--- src/rtl/fetch_unit_pkg.sv ---
// Shared definitions for the fetch/PC stage: state encoding, branch-op codes,
// opcode constants, IR field positions and the branch-condition helper.
package fetch_unit_pkg;

  typedef enum logic [1:0] {
    ST_IDLE   = 2'd0,
    ST_FETCH  = 2'd1,
    ST_HOLD   = 2'd2,
    ST_UPDATE = 2'd3
  } state_e;

  localparam logic [2:0] BROP_BR   = 3'b000;
  localparam logic [2:0] BROP_BMI  = 3'b001;
  localparam logic [2:0] BROP_BPL  = 3'b010;
  localparam logic [2:0] BROP_BZ   = 3'b011;
  localparam logic [2:0] BROP_NONE = 3'b100;

  localparam logic [5:0] OP_ALU  = 6'h00;
  localparam logic [5:0] OP_ADDI = 6'h01;
  localparam logic [5:0] OP_LD   = 6'h02;
  localparam logic [5:0] OP_ST   = 6'h03;
  localparam logic [5:0] OP_BR   = 6'h10;
  localparam logic [5:0] OP_BMI  = 6'h11;
  localparam logic [5:0] OP_BPL  = 6'h12;
  localparam logic [5:0] OP_BZ   = 6'h13;
  localparam logic [5:0] OP_HALT = 6'h3f;

  localparam int OPC_MSB  = 31;
  localparam int OPC_LSB  = 26;
  localparam int RS_MSB   = 25;
  localparam int RS_LSB   = 21;
  localparam int RT_MSB   = 20;
  localparam int RT_LSB   = 16;
  localparam int RD_MSB   = 15;
  localparam int RD_LSB   = 11;
  localparam int FUNC_MSB = 4;
  localparam int IMM_MSB  = 15;
  localparam int OFF_W    = 21;

  // BPL means strictly positive as a signed value; codes above BZ never branch.
  function automatic logic br_taken(input logic [2:0] br_op, input logic [31:0] rs_val);
    logic taken;
    taken = 1'b0;
    case (br_op)
      BROP_BR:  taken = 1'b1;
      BROP_BMI: taken = rs_val[31];
      BROP_BPL: taken = !rs_val[31] && (rs_val != 32'd0);
      BROP_BZ:  taken = (rs_val == 32'd0);
      default:  taken = 1'b0;
    endcase
    return taken;
  endfunction

endpackage

--- src/rtl/fetch_unit_branch_resolve.sv ---
// Next-PC computation: pc+1, plus the sign-extended 21-bit offset when taken.
module fetch_unit_branch_resolve
  import fetch_unit_pkg::*;
#(
  parameter int ADDR_W = 32
) (
  input  logic [2:0]        br_op,
  input  logic [31:0]       rs_val,
  input  logic [ADDR_W-1:0] pc,
  input  logic [OFF_W-1:0]  offset,
  output logic [ADDR_W-1:0] next_pc
);

  logic [ADDR_W-1:0] off_ext;
  logic [ADDR_W-1:0] pc_inc;

  always_comb begin
    off_ext = {{(ADDR_W-OFF_W){offset[OFF_W-1]}}, offset};
    pc_inc  = pc + {{(ADDR_W-1){1'b0}}, 1'b1};
    next_pc = br_taken(br_op, rs_val) ? (pc_inc + off_ext) : pc_inc;
  end

endmodule

--- src/rtl/fetch_unit.sv ---
// Instruction-fetch / PC stage: req/ack fetch into the IR, decode of IR fields,
// and PC advance on each rising edge of the control unit's upd_pc.
//
//   state     | meaning
//   ST_IDLE   | in or just out of reset, no request
//   ST_FETCH  | imem_req high at pc, waiting for imem_ack
//   ST_HOLD   | IR valid, waiting for an upd_pc rising edge
//   ST_UPDATE | pc advanced (branch resolved), then refetch
module fetch_unit
  import fetch_unit_pkg::*;
#(
  parameter int              ADDR_W   = 32,
  parameter logic [ADDR_W-1:0] RESET_PC = '0
) (
  input  logic              clk,
  input  logic              rst_n,
  input  logic              upd_pc,
  input  logic [2:0]        br_op,
  input  logic [31:0]       rs_val,
  output logic              imem_req,
  output logic [ADDR_W-1:0] imem_addr,
  input  logic              imem_ack,
  input  logic [31:0]       imem_rdata,
  output logic [ADDR_W-1:0] pc,
  output logic [5:0]        opcode,
  output logic [4:0]        rs,
  output logic [4:0]        rt,
  output logic [4:0]        rd,
  output logic [4:0]        func,
  output logic [31:0]       imm,
  output logic              instr_valid
);

  state_e            state_q, state_d;
  logic [ADDR_W-1:0] pc_q, pc_d;
  logic [31:0]       ir_q, ir_d;
  logic              valid_q, valid_d;
  logic              upd_q, upd_d;
  logic [ADDR_W-1:0] next_pc;
  logic              upd_rise;

  fetch_unit_branch_resolve #(.ADDR_W(ADDR_W)) u_branch_resolve (
    .br_op   (br_op),
    .rs_val  (rs_val),
    .pc      (pc_q),
    .offset  (ir_q[OFF_W-1:0]),
    .next_pc (next_pc)
  );

  always_ff @(posedge clk) begin
    if (!rst_n) begin
      state_q <= ST_IDLE;
      pc_q    <= RESET_PC;
      ir_q    <= 32'd0;
      valid_q <= 1'b0;
      upd_q   <= 1'b0;
    end else begin
      state_q <= state_d;
      pc_q    <= pc_d;
      ir_q    <= ir_d;
      valid_q <= valid_d;
      upd_q   <= upd_d;
    end
  end

  // The edge register samples upd_pc every cycle so a level that is already
  // high when HOLD is entered cannot look like a fresh edge.
  assign upd_rise = upd_pc && !upd_q;

  always_comb begin
    state_d = state_q;
    pc_d    = pc_q;
    ir_d    = ir_q;
    valid_d = valid_q;
    upd_d   = upd_pc;
    case (state_q)
      ST_IDLE: state_d = ST_FETCH;
      ST_FETCH: begin
        if (imem_ack) begin
          ir_d    = imem_rdata;
          valid_d = 1'b1;
          state_d = ST_HOLD;
        end
      end
      ST_HOLD: begin
        if (upd_rise) begin
          valid_d = 1'b0;
          state_d = ST_UPDATE;
        end
      end
      ST_UPDATE: begin
        pc_d    = next_pc;
        state_d = ST_FETCH;
      end
      default: state_d = ST_IDLE;
    endcase
  end

  always_comb begin
    imem_req    = (state_q == ST_FETCH);
    imem_addr   = pc_q;
    pc          = pc_q;
    instr_valid = valid_q;
    opcode      = ir_q[OPC_MSB:OPC_LSB];
    rs          = ir_q[RS_MSB:RS_LSB];
    rt          = ir_q[RT_MSB:RT_LSB];
    rd          = ir_q[RD_MSB:RD_LSB];
    func        = ir_q[FUNC_MSB:0];
    imm         = {{16{ir_q[IMM_MSB]}}, ir_q[IMM_MSB:0]};
  end

endmodule

--- config.mk ---
export PLATFORM = sky130hd
export DESIGN_NAME = fetch_unit
export DESIGN_NICKNAME = d
export VERILOG_FILES = /design/src/rtl/fetch_unit_pkg.sv /design/src/rtl/fetch_unit_branch_resolve.sv /design/src/rtl/fetch_unit.sv
export SDC_FILE = /design/constraint.sdc
export NUM_CORES = 1
export LEC_CHECK = 0
export ABC_AREA = 1
export ABC_CLOCK_PERIOD_IN_PS = 3310
export CORE_ASPECT_RATIO = 1.25
export CORE_MARGIN = 3
export CORE_UTILIZATION = 49
export CTS_CLUSTER_SIZE = 28
export DETAILED_ROUTE_END_ITERATION = 7
export GPL_TIMING_DRIVEN = 0
export PLACE_DENSITY = 0.82
export SLEW_MARGIN = 10
export SYNTH_ARGS = -nofsm -noshare
export SYNTH_HDL_FRONTEND = slang
export SYNTH_SLANG_ARGS = --single-unit
--- constraint.sdc ---
create_clock -name clk -period 3.31 [get_ports clk]
set_input_delay 0.4965 -clock clk [delete_from_list [all_inputs] [get_ports clk]]
set_output_delay 0.4965 -clock clk [all_outputs]
set_load 0.1 [all_outputs]
# Word-level counts from Yosys, hierarchy flattened
# Cells that the tools add are included.
[totals] register_bits=68 latchBits=0 ramBits=0 rom_bits=0 inputBits=71 out_inout_bits=124 word_cells=36 memories=0
[op_classes] add_sub_neg=2 mul=0 n_div=0 order_cmp=0 n_eq_ne=8 shifts=0 mux=8 bitwise_logic=0 reduce_logical=13
[op_table] op="$add 32x1->32 const B" count=1
[op_table] op="$add 32x32->32" count=1
[op_table] op="$logic_not 32->1" count=1
[op_table] op="$mux 32" count=1
[op_table] op="$reduce_bool 32->1" count=1
[op_table] op="$eq 3x2->1 const B" count=2
[op_table] op="$pmux 2 s3" count=1
[op_table] op="$eq 2x2->1 const B" count=2
[op_table] op="$mux 2" count=2
[op_table] op="$pmux 1 s4" count=1
[op_table] op="$reduce_and 2->1" count=2
[op_table] op="$eq 3x1->1 const B" count=1
[op_table] op="$logic_not 3->1" count=1
[op_table] op="$reduce_and 3->1" count=1
[op_table] op="$eq 2x1->1 const B" count=1
[op_table] op="$logic_and 1x1->1" count=2
[op_table] op="$logic_not 1->1" count=2
[op_table] op="$logic_not 2->1" count=1
[op_table] op="$mux 1" count=2
[op_table] op="$ne 2x1->1 const B" count=1
[op_table] op="$ne 2x2->1 const B" count=1
[op_table] op="$pmux 1 s2" count=1
[op_table] op="$reduce_bool 2->1" count=1
[op_table] op="$reduce_or 2->1" count=1

# Longest topological paths before layout
# Gate-level depths: netlist of run 1.
[logic_depth] word_depth=4 depth_mapped=23 ltp_nobuf=23

# Modules after synthesis
# From an unflattened synthesis of run 1, not the netlist that was laid out.
[hier_totals] cells_unflattened=1116 area_unflattened_um2=6557.5
[modules_own_cells] module="fetch_unit_branch_resolve" n_inst=1 cells_per_inst=752 area_each_um2=3684.8 seq_area_each_um2=0.0
[modules_own_cells] module="fetch_unit" n_inst=1 cells_per_inst=364 area_each_um2=2872.8 seq_area_each_um2=1361.3

# Worst setup path before layout of run 1
# Ideal clock, no wire load.
[synth_timing] path_kind="flip-flop to flip-flop" from="reg pc_q[1], in the netlist imem_addr[1]" to="reg pc_q[26], in the netlist imem_addr[26]" setup_time_ps=124 t_arrival_ps=3268 required_ps=3186 setup_slack_ps=-82 path_stages_with_launch=18 n_path_buf=0 period_less_slack_ps=3392 path_cell_list="dfxtp_1 -> ha_1 -> nand2_1 -> inv_1 -> nand2_1 -> nor3_1 -> xnor2_1 -> inv_1 -> ha_1 -> nand2_1 -> nor3_1 -> nand2_1 -> nor2_1 -> nand2_1 -> nand3_1 -> nand2_1 -> nand3_1 -> a21oi_1"
[synth_via] elab_chain_cells=3
[synth_rtl] item="start, declared" line="fetch_unit.sv:35" source="logic [ADDR_W-1:0] pc_q, pc_d;"
[synth_rtl] item="start signal, assigned" line="fetch_unit.sv:59" source="pc_q <= pc_d;"
[synth_rtl] item="$add 32x1->32 *" line="fetch_unit_branch_resolve.sv:19" source="pc_inc = pc + {{(ADDR_W-1){1'b0}}, 1'b1};"
[synth_rtl] item="$add 32x32->32" line="fetch_unit_branch_resolve.sv:20" source="next_pc = br_taken(br_op, rs_val) ? (pc_inc + off_ext) : pc_inc;"
[synth_rtl] item="$mux 32 *" line="fetch_unit_branch_resolve.sv:20"
# Mark *: on every way between the ends. The rest lies on a longest branch, timed or not.
# A chain may end at the register's enable or synchronous reset.

# Final worst setup path of run 1
[layout_timing] from="reg pc_q[7], in the netlist imem_addr[7]" to="reg pc_q[27], in the netlist imem_addr[27]"
# Same word-level chain as after synthesis.

==> summary.txt, run 1 <==
Clock network
  • CTS HTree Levels: 3
  • Clk root buf: clkbuf_16
  • Post-CTS Hold Fix Bufs: 0
  • TritonCTS buffer count: 9
  • Clock sinks: 68
  • Worst-Skew Late Latency: 0.34 ns
  • CTS max path bufs: 2
  • Reg clk slew, reported paths: 0.06 ns
  • CTS tree: done

Route
  • Routed Antenna Nets: 0
  • Vias after detailed routing: 7,570
  • Drt via density: 5.023
  • Drt wl/cell: 14.35 um
  • Detailed Route Iter0 Violations: 524
  • Total wire length: 21,630 um
  • DRC viols: 0
  • Drt pass-1 iters: 6

Final layout
  • Finished Cell Area: 0.009203 sq mm
  • Final Core Density: 71.06%
  • Final net count: 1,449
  • Synth-to-layout area growth: 38.85%
  • N_diodes: 0
  • Non-filler cells, final: 1,507
  • Layout cells sized above 1: 10.53%
  • Fillers: 1,172

Timing
  • Slew headroom: 32.01%
  • Max frequency: 0.3220 GHz
  • Final setup fails: 0
  • Setup TNS: 0 ns
  • Fin Hold WS: 0.4828 ns
  • Final cycle utilization of the critical path: 93.81%
  • Slew Limit Fails: 0
  • Tmin final: 3.105 ns
  • Hold Vio Cnt, Final: 0
  • PnR worst setup slack: 0.2048 ns
  • Clock Skews: 0.008419 ns
  • Actual slew at the worst max-slew pin: 1.017 ns

Worst hold path
  • Hold Crit Class: flip-flop to flip-flop
  • Hold path depth: 2

Logic synthesis
  • Synth top area cells: dfxtp_1, nand2_1, nor2_1, ha_1, inv_1
  • Distinct cells, synth: 41
  • Syn_nets: 1,244
  • Avg Cell Area, Syn: 5.870 sq um
  • Register area share after synthesis: 20.54%
  • Top cell type's share of synthesized area: 20.54%
  • Mapped Area: 0.006628 sq mm
  • Most area-hungry cell type in the Yosys netlist: dfxtp_1
  • Post-Syn Instances: 1,129
  • Synth warnings: 0
  • #FFs+latches synth: 68

Die
  • Core Area: 0.01295 sq mm
  • # IOs: 195
  • Row Count: 46
  • Initial core utilization: 51.18%
  • DIE AREA: 0.01497 sq mm
  • Die Span Y: 136.0 um
  • Die W: 110.0 um

Critical path
  • Cell mode on critical path: nand2_1
  • Critical Path AT: 3.33 ns
  • Worst-path fanout max: 6
  • CP Depth: 16
  • CP max stage delay: 0.48 ns
  • Setup CP Type: flip-flop to flip-flop
  • CP Capture Type: flip-flop
  • Startpoint Class: flip-flop
  • Depth of the worst register-to-register path: 16
  • Critical path required time: 3.54 ns
  • Crit-path leading delay family: simple AND/OR/NAND/NOR gates
  • CP bufs+invs: 2
  • CP Cell Sequence: nand2_1 > nor2_2 > nand2_1 > nor2_4 > xor2_2 > inv_1 > ha_1 > nand2_1 > nor2_1 > inv_1 > nor3_1 > nand3_1 > nand2_1 > nand2_1 > nand3_1 > a21oi_2
  • Slowest stage cell on the critical path: dfxtp_1

Power
  • Worst IR Drop VDD: 469.5 uV
  • Total power: 5.973 mW
  • Pwr/cell area: 649.1 mW/mm^2
  • P_leak: 4.388 nW

Place
  • Post-Place Cell Area: 0.008782 sq mm
  • GPL Wtd Cong: 0.9909
  • Number of placed instances, taps included: 1,491
  • Dpl ws: 0.1519 ns
  • DP HPWL: 17,690 um
  • Port Buffer Count: 194

Outcome
  • Status: complete, no violations

Global route
  • Vias in the first global route: 7,218
  • Initial antenna violation count: 0
  • Largest net degree at the start of global routing: 21
  • Global-route usage over all layers: 29.12%
  • Global-route wire length before repair: 34,420 um
  • GRT overflow: 0

Job
  • Maxcap violations: 0
synthesized netlist by cell type, drive strengths merged:
cell and count:
nand2 325, a211oi 1, a21oi 65, xnor2 15
buf 68, xor2 17, inv 145, clkbuf 15
or2 2, fa 1, nand4 7, clkinv 2
o21bai 6, o211ai 1, and2 2, nor2 206
and3 1, a21o 2, nor3 14, nand3b 6
nor4 1, nand3 60, dfxtp 68, o21ai 56
ha 43
per-layer routing:
layer / up-vias / routed length (um) / part of all wire (%) / global-route usage (%)
met5: - / 0 / 0 / 0
met4: 0 / 969 / 4.5 / 14.48
met3: 68 / 1186 / 5.5 / 4.418
met2: 251 / 10880 / 50 / 50.54
met1: 3379 / 8590 / 40 / 34.31
li1: 3872 / - / - / -
placed cells by master, fill, tap and decap left out, types with 4 or more instances in the layout:
cell type        Yosys  routed
xnor2_1             13      13
nand3_1             58      58
a21oi_1             62      61
nor2_1             196     190
nor2_2               6      11
nand2_1            317     315
dfxtp_2              0       8
nand3b_1             6       6
buf_4               59      59
clkdlybuf4s50_1      0     194
dfxtp_1             68      60
nand4_1              7       7
nor2_4               3       4
o21bai_1             6       6
xor2_2               2       4
inv_2                3       4
a21oi_2              3       4
o21ai_0             55      55
clkbuf_1            15      16
nor3_2               1       4
buf_2                5       5
clkbuf_16            0       9
inv_1              142     142
nand2_2              6       8
ha_1                43      40
xor2_1              15      13
nor3_1              12       9
cell families after synthesis:
logic type | Yosys count | share of synthesized area [%]
xor+xnor | 32 | 4.682
fa+ha+maj | 44 | 8.420
buf+inv | 230 | 16.69
compound gates | 131 | 10.44
simple gates | 624 | 39.23
flops | 68 | 20.54
repair_timing:
| action | 4_1_cts | 5_1_grt |
|---|---|---|
| gates resized for setup | 0 | 25 |
| endpoints found under the setup margin | 0 | 15 |
| setup buffers | 0 | 0 |
worst reg2reg max path, stage by stage (launching register included):
cell	delay (ns)
dfxtp_1	0.48
nand2_1	0.14
nor2_2	0.17
nand2_1	0.17
nor2_4	0.18
xor2_2	0.25
inv_1	0.07
ha_1	0.37
nand2_1	0.14
nor2_1	0.14
inv_1	0.10
nor3_1	0.28
nand3_1	0.16
nand2_1	0.09
nand2_1	0.05
nand3_1	0.14
a21oi_2	0.07
final timing paths:
| kind | endpoint | start | slack, ns |
|---|---|---|---|
| setup / recovery | imem_addr[27] | imem_addr[7] | 0.20 |
| hold reg to reg | ir_q[23] | ir_q[23] | 0.48 |
| setup reg to reg | imem_addr[27] | imem_addr[7] | 0.20 |
| hold / removal | ir_q[23] | ir_q[23] | 0.48 |
final cells by class:
cell class                 instances  area (sq um)  share of cell area (%)
multi-input combinational        831          4247                   46.15
timing repair buffer             194          1942                   21.10
sequential                        68          1371                   14.90
buffer                            83         554.3                   6.023
inverter                         147         551.8                   5.996
clock buffer                      11         242.7                   2.638
tap                              168         210.2                   2.284
clock inverter                     5         83.83                  0.9109
where the power goes:
group          leakage, nW  internal, mW  switching [mW]
Combinational         3.68          1.01            2.72
Clock                0.152         0.683           0.379
Sequential           0.559         0.970           0.214
state kept, by name, summed over array words and instances, names as in the netlist:
register,count
instr_valid,1
ir_q,32
imem_addr,32
state_q,2
upd_q,1
Note: power is estimated with default switching activity, not from simulation.
==> run 2, diff against run 1 <==
Settings changed: CTS_CLUSTER_DIAMETER set to 100.
==> results of run 2 <==
The final DEF is identical to that of run 1; final timing and power are the same.
==> run 3, diff against run 2 <==
Settings changed: CAP_MARGIN set to 15, CORE_UTILIZATION 49 to 25, CTS_CLUSTER_DIAMETER 100 to 200, PLACE_DENSITY 0.82 to unset.
==> summary.txt, run 3 (same netlist as run 1, synthesis figures left out) <==
Global route
  • Vias in the first global route: 6,972 (-3.4%)
  • Global-route usage over all layers: 16.45% (-13 points)
  • Initial antenna violation count: 0 (unchanged)
  • Largest net degree at the start of global routing: 21 (unchanged)
  • Global-route wire length before repair: 36,560 um (+6.2%)
  • GRT overflow: 0 (unchanged)

Timing
  • Actual slew at the worst max-slew pin: 1.043 ns (+0.02680 ns)
  • RSZ-0062 raised after global routing: yes
  • Final setup fails: 0 (unchanged)
  • PnR worst setup slack: 0.2260 ns (+0.02112 ns)
  • Slew Limit Fails: 0 (unchanged)
  • Fin Hold WS: 0.4818 ns (-0.0009590 ns)
  • Max frequency: 0.3243 GHz (+0.68%)
  • Slew headroom: 30.22% (-1.8 points)
  • Hold Vio Cnt, Final: 0 (unchanged)
  • Clock Skews: 0.009354 ns (+0.0009351 ns)
  • Final cycle utilization of the critical path: 93.17% (-0.64 points)
  • Tmin final: 3.084 ns (-0.02112 ns)

Final layout
  • Commonest non-fill, non-tap cell in the layout: nand2_1
  • Layout cells sized above 1: 10.31% (-0.22 points)
  • Commonest cells after routing, fill and taps aside: nand2_1, nor2_1, clkdlybuf4s50_1
  • Final net count: 1,449 (unchanged)
  • Final Core Density: 35.76% (-35 points)
  • N_diodes: 0 (unchanged)
  • Fillers: 2,875 (+150%)
  • Synth-to-layout area growth: 40.82%

Die
  • Die Span Y: 188.0 um (+38%)
  • Initial core utilization: 25.40% (-26 points)
  • Row Count: 66 (+43%)
  • Die W: 151.6 um (+38%)
  • # IOs: 195 (unchanged)
  • Core Area: 0.02610 sq mm (+100%)
  • DIE AREA: 0.02851 sq mm (+91%)

Critical path
  • CP Capture Type: flip-flop
  • Worst-path fanout max: 5 (-1)
  • Worst R2R Setup Slack: 0.23 ns (+0.02 ns)
  • R2R Path Start: imem_addr[1]
  • Worst setup startpoint: imem_addr[1]
  • Depth of the worst register-to-register path: 19 (+3)
  • RR Endpoint: imem_addr[25]
  • Critical path required time: 3.52 ns (-0.02 ns)
  • Setup CP Type: flip-flop to flip-flop
  • Critical Path AT: 3.30 ns (-0.03 ns)
  • Startpoint Class: flip-flop

Power
  • Pwr/cell area: 623.0 mW/mm^2 (-4.0%)
  • Worst IR Drop VDD: 335.2 uV (-29%)
  • P_leak: 4.369 nW (-0.42%)
  • Total power: 5.814 mW (-2.7%)

Route
  • DRC viols: 0 (unchanged)
  • Total wire length: 23,530 um (+8.8%)
  • Vias after detailed routing: 7,315 (-3.4%)
  • Drt via density: 4.357 (-13%)
  • Drt wl/cell: 14.02 um (-2.3%)
  • Detailed Route Iter0 Violations: 429 (-18%)
  • Routed Antenna Nets: 0 (unchanged)
  • Drt pass-1 iters: 5 (-1)

Place
  • DP HPWL: 20,000 um (+13%)
  • Dpl ws: 0.1062 ns (-0.04573 ns)
  • GPL Wtd Cong: 0.9206 (-7.1%)
  • Port Buffer Count: 194 (unchanged)

Clock network
  • Worst-Skew Late Latency: 0.35 ns (about the same)
  • TritonCTS buffer count: 9 (unchanged)
  • Clock sinks: 68 (unchanged)
  • Reg clk slew, reported paths: 0.06 ns (about the same)
  • CTS tree: done
  • Clk root buf: clkbuf_16
  • CTS HTree Levels: 3 (unchanged)
  • CTS max path bufs: 2 (unchanged)
  • Post-CTS Setup Inserts: 0 (unchanged)

Job
  • Maxcap violations: 0 (unchanged)

Worst hold path
  • Hold Startpoint: ir_q[23]
  • WHS Endpoint: ir_q[23]
  • Hold Crit Class: flip-flop to flip-flop
  • Hold path depth: 2 (unchanged)

Outcome
  • Status: complete, no violations
run 3: cell types whose count changed in the layout (fill, tap and decap cells not counted), moves of 2 or more:
cell        previous run  this run
bufinv_16              2         0
clkinv_2               0         4
clkinvlp_4             2         0
dfxtp_1               60        55
dfxtp_2                8        13
nand2_1              315       317
nand2_2                8         6
nor2_1               190       194
nor2_2                11         8
run 3: stage by stage:
stage | instance area, sq um | instances | setup TNS [ns]
final | 9333 | 1679 | 0
after global placement | 8997 | 1663 | 0
after global routing | 9333 | 1679 | -0.01948
after detailed placement | 8997 | 1663 | 0
after CTS | 9259 | 1679 | 0
after floorplan | 6630 | 1129 | 0
run 3: worst max-delay path, stage by stage (launching register included):
cell,delay [ns]
dfxtp_2,0.38
ha_2,0.26
nand2_1,0.08
inv_1,0.08
nand2_1,0.14
inv_1,0.09
nand2_1,0.06
nor2_1,0.17
xor2_2,0.29
ha_1,0.35
nand2_1,0.19
inv_1,0.06
a21oi_1,0.22
nand2_1,0.11
nand2_1,0.09
nand3_1,0.08
nand2_1,0.06
nand3_1,0.10
nand2_1,0.09
a21oi_1,0.05
run 3: power breakdown:
group	switching, mW	internal, mW
Combinational	2.73	1.01
Sequential	0.231	0.973
Clock	0.376	0.503
run 3: timing repair:
| action | CTS | global route |
|---|---|---|
| gates resized for setup | 0 | 22 |
| endpoints found under the hold margin | 0 | 0 |
| endpoints found under the setup margin | 0 | 20 |
| hold buffers | 0 | 0 |
run 3: worst max-delay path by stage:
stage,endpoint,slack [ns],depth (start not counted)
final,imem_addr[25],0.23,19
after global placement,imem_addr[29],0.15,18
after global routing,imem_addr[25],-0.02,21
after CTS,imem_addr[29],0.08,18
after floorplan,imem_addr[26],0.04,18
after detailed placement,imem_addr[25],0.11,19
run 3: final cells by class:
type                       instances  area [sq um]  area share, %
multi-input combinational        831          4220          45.22
timing repair buffer             194          1942          20.81
sequential                        68          1378          14.76
buffer                            83         554.3          5.939
inverter                         147         551.8          5.912
tap                              340         425.4          4.558
clock buffer                      11         232.7          2.494
clock inverter                     5         28.78         0.3084
run 3: metal layers:
metal  track usage [%]  routed length, um  vias up
met2             30.22              12290      179
met4             7.849               1261        0
met1             18.34               9224     3202
met3             2.127                758       61
li1                  -                  -     3873
met5                 0                  0        -
